### src/rtl/mux_stream_pkg.sv
// -----------------------------------------------------------------------------
// mux_stream_pkg
// Shared types, mode encodings and the rotating-priority search helper used by
// the N-channel streaming multiplexer (mux_stream_n) and its arbiter.
//
// Contents:
//   lock_state_t : packet-lock FSM states (IDLE, LOCKED)
//   MODE_MANUAL  : mode encoding for external select
//   MODE_RR      : mode encoding for round-robin arbitration
//   rr_pick()    : returns the first valid channel after ptr, with wrap at n
// -----------------------------------------------------------------------------
package mux_stream_pkg;

    typedef enum logic [0:0] {
        IDLE   = 1'b0,
        LOCKED = 1'b1
    } lock_state_t;

    localparam logic MODE_MANUAL = 1'b0;
    localparam logic MODE_RR     = 1'b1;

    // Largest supported channel count; the helper works on this fixed width.
    localparam int MAX_N = 16;

    typedef struct packed {
        logic [3:0] idx;
        logic       found;
    } rr_pick_t;

    // Search ptr+1, ptr+2, ... modulo n and return the first set valid bit.
    function automatic rr_pick_t rr_pick(input logic [MAX_N-1:0] valid,
                                         input logic [3:0]       ptr,
                                         input int               n);
        rr_pick_t   res;
        int         c;
        logic [3:0] ci;
        res.idx   = 4'd0;
        res.found = 1'b0;
        for (int k = 1; k <= MAX_N; k++) begin
            c  = (int'({28'd0, ptr}) + k) % n;
            ci = 4'(c);
            if ((k <= n) && !res.found && valid[ci]) begin
                res.idx   = ci;
                res.found = 1'b1;
            end
        end
        return res;
    endfunction

endpackage

### src/rtl/rr_arbiter.sv
// -----------------------------------------------------------------------------
// rr_arbiter
// Combinational rotating-priority picker. The channel after ptr has the highest
// priority; the search wraps modulo N. The pointer register lives in the parent.
//
// Parameters:
//   N           : number of requesters (2..16)
// Ports:
//   valid       in  N     request vector
//   ptr         in  SELW  last granted channel
//   grant       out SELW  winning channel index
//   grant_valid out 1     at least one request present
// -----------------------------------------------------------------------------
module rr_arbiter
    import mux_stream_pkg::*;
#(
    parameter  int N    = 4,
    localparam int SELW = $clog2(N)
) (
    input  logic [N-1:0]    valid,
    input  logic [SELW-1:0] ptr,
    output logic [SELW-1:0] grant,
    output logic            grant_valid
);

    rr_pick_t pick_s;

    // Rotating search starting at the channel after the pointer
    always_comb begin
        pick_s      = rr_pick(MAX_N'(valid), 4'(ptr), N);
        grant       = SELW'(pick_s.idx);
        grant_valid = pick_s.found;
    end

endmodule

### src/rtl/mux_stream_n.sv
// -----------------------------------------------------------------------------
// mux_stream_n
// N-channel, W-bit streaming multiplexer with per-channel valid/ready inputs
// and a registered valid/ready output stage. Selection is either manual
// (external sel) or round-robin across requesting channels. The index of the
// channel that supplied each output beat is reported on out_ch.
//
// Optional feature (macro MUX_STREAM_PKT_LOCK_EN): once a beat with
// in_last=0 is accepted, the granting channel stays locked until its beat
// with in_last=1 is accepted, so packets are never interleaved.
//
// Parameters:
//   N, W        : channel count (2..16), data width
// Ports:
//   clk, reset  : rising-edge clock, synchronous active-high reset
//   mode        : 0 manual, 1 round-robin
//   sel         : manual channel index (sel >= N grants nothing)
//   in_data     : channel i at [i*W +: W]
//   in_last     : per-channel end-of-packet
//   in_valid    : per-channel valid
//   in_ready    : per-channel ready (one-hot or zero)
//   out_data    : registered data
//   out_last    : registered end-of-packet
//   out_ch      : source channel of out_data
//   out_valid   : output valid
//   out_ready   : downstream ready
// -----------------------------------------------------------------------------
module mux_stream_n
    import mux_stream_pkg::*;
#(
    parameter  int N    = 4,
    parameter  int W    = 8,
    localparam int SELW = $clog2(N)
) (
    input  logic              clk,
    input  logic              reset,
    input  logic              mode,
    input  logic [SELW-1:0]   sel,
    input  logic [N*W-1:0]    in_data,
    input  logic [N-1:0]      in_last,
    input  logic [N-1:0]      in_valid,
    output logic [N-1:0]      in_ready,
    output logic [W-1:0]      out_data,
    output logic              out_last,
    output logic [SELW-1:0]   out_ch,
    output logic              out_valid,
    input  logic              out_ready
);

    logic            load_s;
    logic            consume_s;
    logic            sel_valid_s;
    logic            locked_s;
    logic            arb_valid_s;
    logic            grant_valid_s;
    logic            grant_in_valid_s;
    logic            grant_in_last_s;
    logic [SELW-1:0] arb_grant_s;
    logic [SELW-1:0] lock_ch_s;
    logic [SELW-1:0] grant_s;
    logic [W-1:0]    grant_data_s;
    logic [N-1:0]    in_ready_s;

    logic [SELW-1:0] rr_ptr_r;
    logic [W-1:0]    out_data_r;
    logic            out_last_r;
    logic [SELW-1:0] out_ch_r;
    logic            out_valid_r;

    rr_arbiter #(.N(N)) u_arb (
        .valid       (in_valid),
        .ptr         (rr_ptr_r),
        .grant       (arb_grant_s),
        .grant_valid (arb_valid_s)
    );

    // The output register can take a new beat when empty or being drained.
    assign load_s      = !out_valid_r || out_ready;
    assign sel_valid_s = (32'(sel) < N);

`ifdef MUX_STREAM_PKT_LOCK_EN
    lock_state_t     state_r;
    lock_state_t     state_nxt_s;
    logic [SELW-1:0] lock_ch_r;
    logic [SELW-1:0] lock_ch_nxt_s;

    assign locked_s  = (state_r == LOCKED);
    assign lock_ch_s = lock_ch_r;

    // Packet-lock next state: lock on a non-final beat, release on the last one
    always_comb begin
        state_nxt_s   = state_r;
        lock_ch_nxt_s = lock_ch_r;
        case (state_r)
            IDLE: begin
                if (consume_s && !grant_in_last_s) begin
                    state_nxt_s   = LOCKED;
                    lock_ch_nxt_s = grant_s;
                end else begin
                    state_nxt_s   = IDLE;
                end
            end
            LOCKED: begin
                if (consume_s && grant_in_last_s) begin
                    state_nxt_s = IDLE;
                end else begin
                    state_nxt_s = LOCKED;
                end
            end
            default: begin
                state_nxt_s = IDLE;
            end
        endcase
    end

    // Packet-lock state register
    always_ff @(posedge clk) begin
        if (reset) begin
            state_r   <= IDLE;
            lock_ch_r <= {SELW{1'b0}};
        end else begin
            state_r   <= state_nxt_s;
            lock_ch_r <= lock_ch_nxt_s;
        end
    end
`else
    assign locked_s  = 1'b0;
    assign lock_ch_s = {SELW{1'b0}};
`endif

    // Grant source: locked channel first, then the mode-selected policy
    always_comb begin
        grant_s       = {SELW{1'b0}};
        grant_valid_s = 1'b0;
        if (locked_s) begin
            grant_s       = lock_ch_s;
            grant_valid_s = 1'b1;
        end else if (mode == MODE_RR) begin
            grant_s       = arb_grant_s;
            grant_valid_s = arb_valid_s;
        end else begin
            grant_s       = sel;
            grant_valid_s = sel_valid_s;
        end
    end

    // AND-OR channel mux; an out-of-range grant selects nothing
    always_comb begin
        grant_data_s     = {W{1'b0}};
        grant_in_valid_s = 1'b0;
        grant_in_last_s  = 1'b0;
        for (int i = 0; i < N; i++) begin
            grant_data_s     = grant_data_s | (in_data[i*W +: W] & {W{grant_s == SELW'(i)}});
            grant_in_valid_s = grant_in_valid_s | (in_valid[i] & (grant_s == SELW'(i)));
            grant_in_last_s  = grant_in_last_s  | (in_last[i]  & (grant_s == SELW'(i)));
        end
    end

    // Ready goes only to the granted channel, and never during reset
    always_comb begin
        in_ready_s = {N{1'b0}};
        for (int i = 0; i < N; i++) begin
            in_ready_s[i] = !reset && load_s && grant_valid_s && (grant_s == SELW'(i));
        end
    end

    assign consume_s = !reset && load_s && grant_valid_s && grant_in_valid_s;
    assign in_ready  = in_ready_s;

    // Output stage and round-robin pointer
    always_ff @(posedge clk) begin
        if (reset) begin
            out_data_r  <= {W{1'b0}};
            out_last_r  <= 1'b0;
            out_ch_r    <= {SELW{1'b0}};
            out_valid_r <= 1'b0;
            rr_ptr_r    <= SELW'(N - 1);
        end else begin
            if (consume_s) begin
                out_data_r  <= grant_data_s;
                out_last_r  <= grant_in_last_s;
                out_ch_r    <= grant_s;
                out_valid_r <= 1'b1;
            end else if (out_ready) begin
                out_valid_r <= 1'b0;
            end else begin
                out_valid_r <= out_valid_r;
            end
            if (consume_s && (mode == MODE_RR)) begin
                rr_ptr_r <= grant_s;
            end else begin
                rr_ptr_r <= rr_ptr_r;
            end
        end
    end

    assign out_data  = out_data_r;
    assign out_last  = out_last_r;
    assign out_ch    = out_ch_r;
    assign out_valid = out_valid_r;

endmodule

### config.mk
export PLATFORM = sky130hd
export DESIGN_NAME = mux_stream_n
export DESIGN_NICKNAME = d
export VERILOG_FILES = /design/src/rtl/mux_stream_pkg.sv /design/src/rtl/rr_arbiter.sv /design/src/rtl/mux_stream_n.sv
export SDC_FILE = /design/constraint.sdc
export NUM_CORES = 1
export LEC_CHECK = 0
export ABC_CLOCK_PERIOD_IN_PS = 2500
export BUFFER_PORTS_ARGS = -buffer_cell sky130_fd_sc_hd__buf_2
export CAP_MARGIN = 10
export CORE_MARGIN = 10
export CORE_UTILIZATION = 30
export CTS_CLUSTER_SIZE = 28
export DETAILED_ROUTE_END_ITERATION = 8
export PLACE_DENSITY = 0.62
export SLEW_MARGIN = 10
export SYNTH_ARGS = -nofsm -noshare
export SYNTH_HDL_FRONTEND = slang
export SYNTH_HIERARCHICAL = 1
export SYNTH_SLANG_ARGS = --single-unit
### constraint.sdc
create_clock -name clk -period 2.5 [get_ports clk]
set_input_delay 0.125 -clock clk [delete_from_list [all_inputs] [get_ports clk]]
set_output_delay 0.125 -clock clk [all_outputs]
set_load 0.05 [all_outputs]
==> results.sh <==
export IMPL_status="complete, no violations"
export IMPL_die_area_um2=6170
export IMPL_postRouteAntennaNets=0
export IMPL_antenna_found_initial=0
export IMPL_synth_simple_gate_area_share=0.237
export IMPL_leakagePower_nw=0.661
export IMPL_vias_per_cell=4.86
export IMPL_drt_initial_drc_count=77
export IMPL_area_growth_pct=40.0
export IMPL_arrival_ns=2.18
export IMPL_wl_um=3160
export IMPL_comb_power_share=0.436
export IMPL_synth_area_um2=1030
export IMPL_multi_input_area_um2=708
export IMPL_dr_wl_met2_um=1700
export IMPL_grt_max_degree=16
export IMPL_htreeDepth=1
export IMPL_p_sw_mw=0.272
export IMPL_synth_mux_area_frac=0.285
export IMPL_cts_root_buf="clkbuf_4"
export IMPL_setup_ws_ns=0.196
export IMPL_clock_power_share=0.219
export IMPL_fin_crit_sh=0.921
export IMPL_min_from="out_ready"
export IMPL_synth_adder_area_share=0
export IMPL_start_util=0.308
export IMPL_ys_seq_area_frac=0.273
export IMPL_finalSetupViolCount=0
export IMPL_internal_power_mw=0.469
export IMPL_wl_met3_um=231
export IMPL_fill_cells=346
export IMPL_syn_avg_cell_area_um2=11.1
export IMPL_drv_slew=0
export IMPL_cts_resized=0
export IMPL_total_power_mw=0.741
export IMPL_r2r_slack_ns=0.26
export IMPL_hold_end="out_valid$_SDFFE_PP0P_"
export IMPL_clock_skew_final_ns=0.00317
export IMPL_synth_flop_cell="dfxtp_1"
export IMPL_hold_path_class="input port to flop"
export IMPL_rows=21
export IMPL_tns_ns=0
export IMPL_syn_nets=139
export IMPL_yosys_area_share_xor_xnor=0
export IMPL_clk_pin_slew_ns=0.09
export IMPL_drtPass1Iterations=4
export IMPL_place_ws_ns=0.232
export IMPL_worst_pin_slew_ns=0.588
export IMPL_synth_edf_count=0
export IMPL_end_kind="primary output"
export IMPL_worstSetupPathType="flop to primary output"
export IMPL_p_per_area_nw_per_um2=514
export IMPL_worstPathCellList="nor2b_2 -> o21ai_1 -> o311ai_1 -> and2_4 -> a21oi_4 -> buf_6 -> buf_4 -> nor3b_2 -> clkbuf_4"
export IMPL_die_x_um=78.6
export IMPL_grt_pass1_vias=1051
export IMPL_pin_count=62
export IMPL_r2r_end="out_data[2]$_SDFFE_PP0P_"
export IMPL_syn_inst=93
export IMPL_die_h_um=78.6
export IMPL_drt_met1_wl_um=1200
export IMPL_hold_violations=0
export IMPL_vdd_ir_drop_max_uv=230
export IMPL_fin_crit_ns=2.30
export IMPL_drive_gt1_frac=0.637
export IMPL_post_cts_setup_buffers=0
export IMPL_port_buffers=61
export IMPL_slew_headroom=0.602
export IMPL_cap_violations=0
export IMPL_cts_buffers_inserted=3
export IMPL_n_antenna_cell=0
export IMPL_min_path_cells=4
export IMPL_place_congestion=0.696
export IMPL_fin_util=0.432
export IMPL_hold_ws_ns=0.156
export IMPL_insertion_delay_ns=0.28
export IMPL_fmax_ghz=0.434
export IMPL_synth_seq_cells=14
export IMPL_clockBufferDepth=2
export IMPL_post_drt_wl_per_cell_um=15.6
export IMPL_dp_hpwl_um=2660
export IMPL_synth_compound_area_frac=0.150
export IMPL_core_um2=3340
export IMPL_cpPeakStageDelay_ns=0.39
export IMPL_clkSinkCount=14
export IMPL_r2r_cells=9
export IMPL_synth_top_family_by_area="multiplexers"
export IMPL_synthDistinctLibCells=36
export IMPL_post_route_drc_count=0
export IMPL_hold_buffers=0
export IMPL_ys_warn_count=6
export IMPL_globalRouteTotalUtil=0.0997
export IMPL_ys_async_sr_fraction=0
export IMPL_p_seq_frac=0.345
export IMPL_worstPathRequired_ns=2.38
export IMPL_cts_tree="done"
export IMPL_p_sw_frac=0.367
export IMPL_critPathLaunchType="flop"
export IMPL_grt_pass1_wl_um=5130
export IMPL_critPathMaxFanout=12
export IMPL_overflow=0
export IMPL_nNetsFinal=204
export IMPL_ff_latch_area_um2=282
export IMPL_vias=986
export IMPL_regToRegStartpoint="rr_ptr_r[0]$_SDFFE_PP1P_"
export IMPL_rsz0062_at_grt="no"
export IMPL_slowest_stage="dfxtp_2"
export IMPL_top_layer="met4"
[stage by stage]
stage | instance area [µm²] | instances
CTS | 1430 | 203
global placement | 1400 | 199
finish | 1440 | 203
global route | 1440 | 203
floorplan | 1050 | 93
detailed placement | 1400 | 199
[state kept, by name (all words and copies together), names as in the netlist]
register,flops
rr_ptr_r,2
out_last,1
out_valid,1
out_data,8
out_ch,2
[per-layer routing]
layer / vias up / track usage
li1: 483 / -
met1: 469 / 0.107
met2: 32 / 0.175
met3: 2 / 0.0387
met4: 0 / 0.0323
met5: - / 0
[cell usage after synthesis, types with 2 or more instances]
master,instances,area share
a221o_1,2,0.019
nor2_2,3,0.018
dfxtp_1,14,0.27
o21ai_1,2,0.0097
a211oi_1,2,0.015
nand2_1,2,0.0073
nor2_1,15,0.055
nor2b_2,2,0.017
nor2b_4,3,0.040
inv_1,4,0.015
a31oi_1,3,0.018
mux4_2,9,0.20
mux2i_1,9,0.088
[power by group through the flow]
stage          combinational (mW)  clock, mW  sequential [mW]
2_1_floorplan               0.175          0            0.321
3_3_place_gp                0.316          0            0.259
3_5_place_dp                0.324          0            0.260
4_1_cts                     0.325      0.170            0.256
5_1_grt                     0.346      0.184            0.259
6_report                    0.323      0.162            0.256
[kinds of logic after synthesis]
family / count (synthesis)
buffers and inverters: 9
AOI/OAI and AO/OA: 15
muxes: 18
and+or+nand+nor: 37
DFF: 14
[placed cells by master, fill, tap and decap left out, types with 4 or more instances in the layout]
| cell | count |
|---|---|
| buf_2 | 60 |
| clkbuf_4 | 4 |
| nor2_1 | 15 |
| inv_1 | 4 |
| mux2i_1 | 9 |
| mux4_2 | 9 |
| dfxtp_1 | 13 |
[cell type report]
type	instances	area share
Timing Repair Buffer	65	0.237
Clock buffer	4	0.0252
Tap cell	46	0.0400
Sequential cell	14	0.195
Inverter	4	0.0104
Multi-Input combinational cell	70	0.492
[worst max-delay path by stage]
stage	start	end	depth (start not counted)
floorplan	rr_ptr_r[0]$_SDFFE_PP1P_	in_ready[3]	7
global placement	rr_ptr_r[0]$_SDFFE_PP1P_	out_data[5]$_SDFFE_PP0P_	9
detailed placement	rr_ptr_r[0]$_SDFFE_PP1P_	out_data[7]$_SDFFE_PP0P_	9
CTS	rr_ptr_r[0]$_SDFFE_PP1P_	in_ready[2]	9
global route	rr_ptr_r[1]$_SDFFE_PP1P_	out_data[2]$_SDFFE_PP0P_	9
finish	rr_ptr_r[0]$_SDFFE_PP1P_	in_ready[2]	9
[worst max-delay path, delay by kind of cell (launching register included)]
kind	cells	cell delay [ns]
buffers and inverters	3	0.61
AND/OR/NAND/NOR	3	0.46
AO/OA/AOI/OAI	3	0.45
flip-flops	1	0.39
No activity file was read; power rests on OpenSTA's default activity.
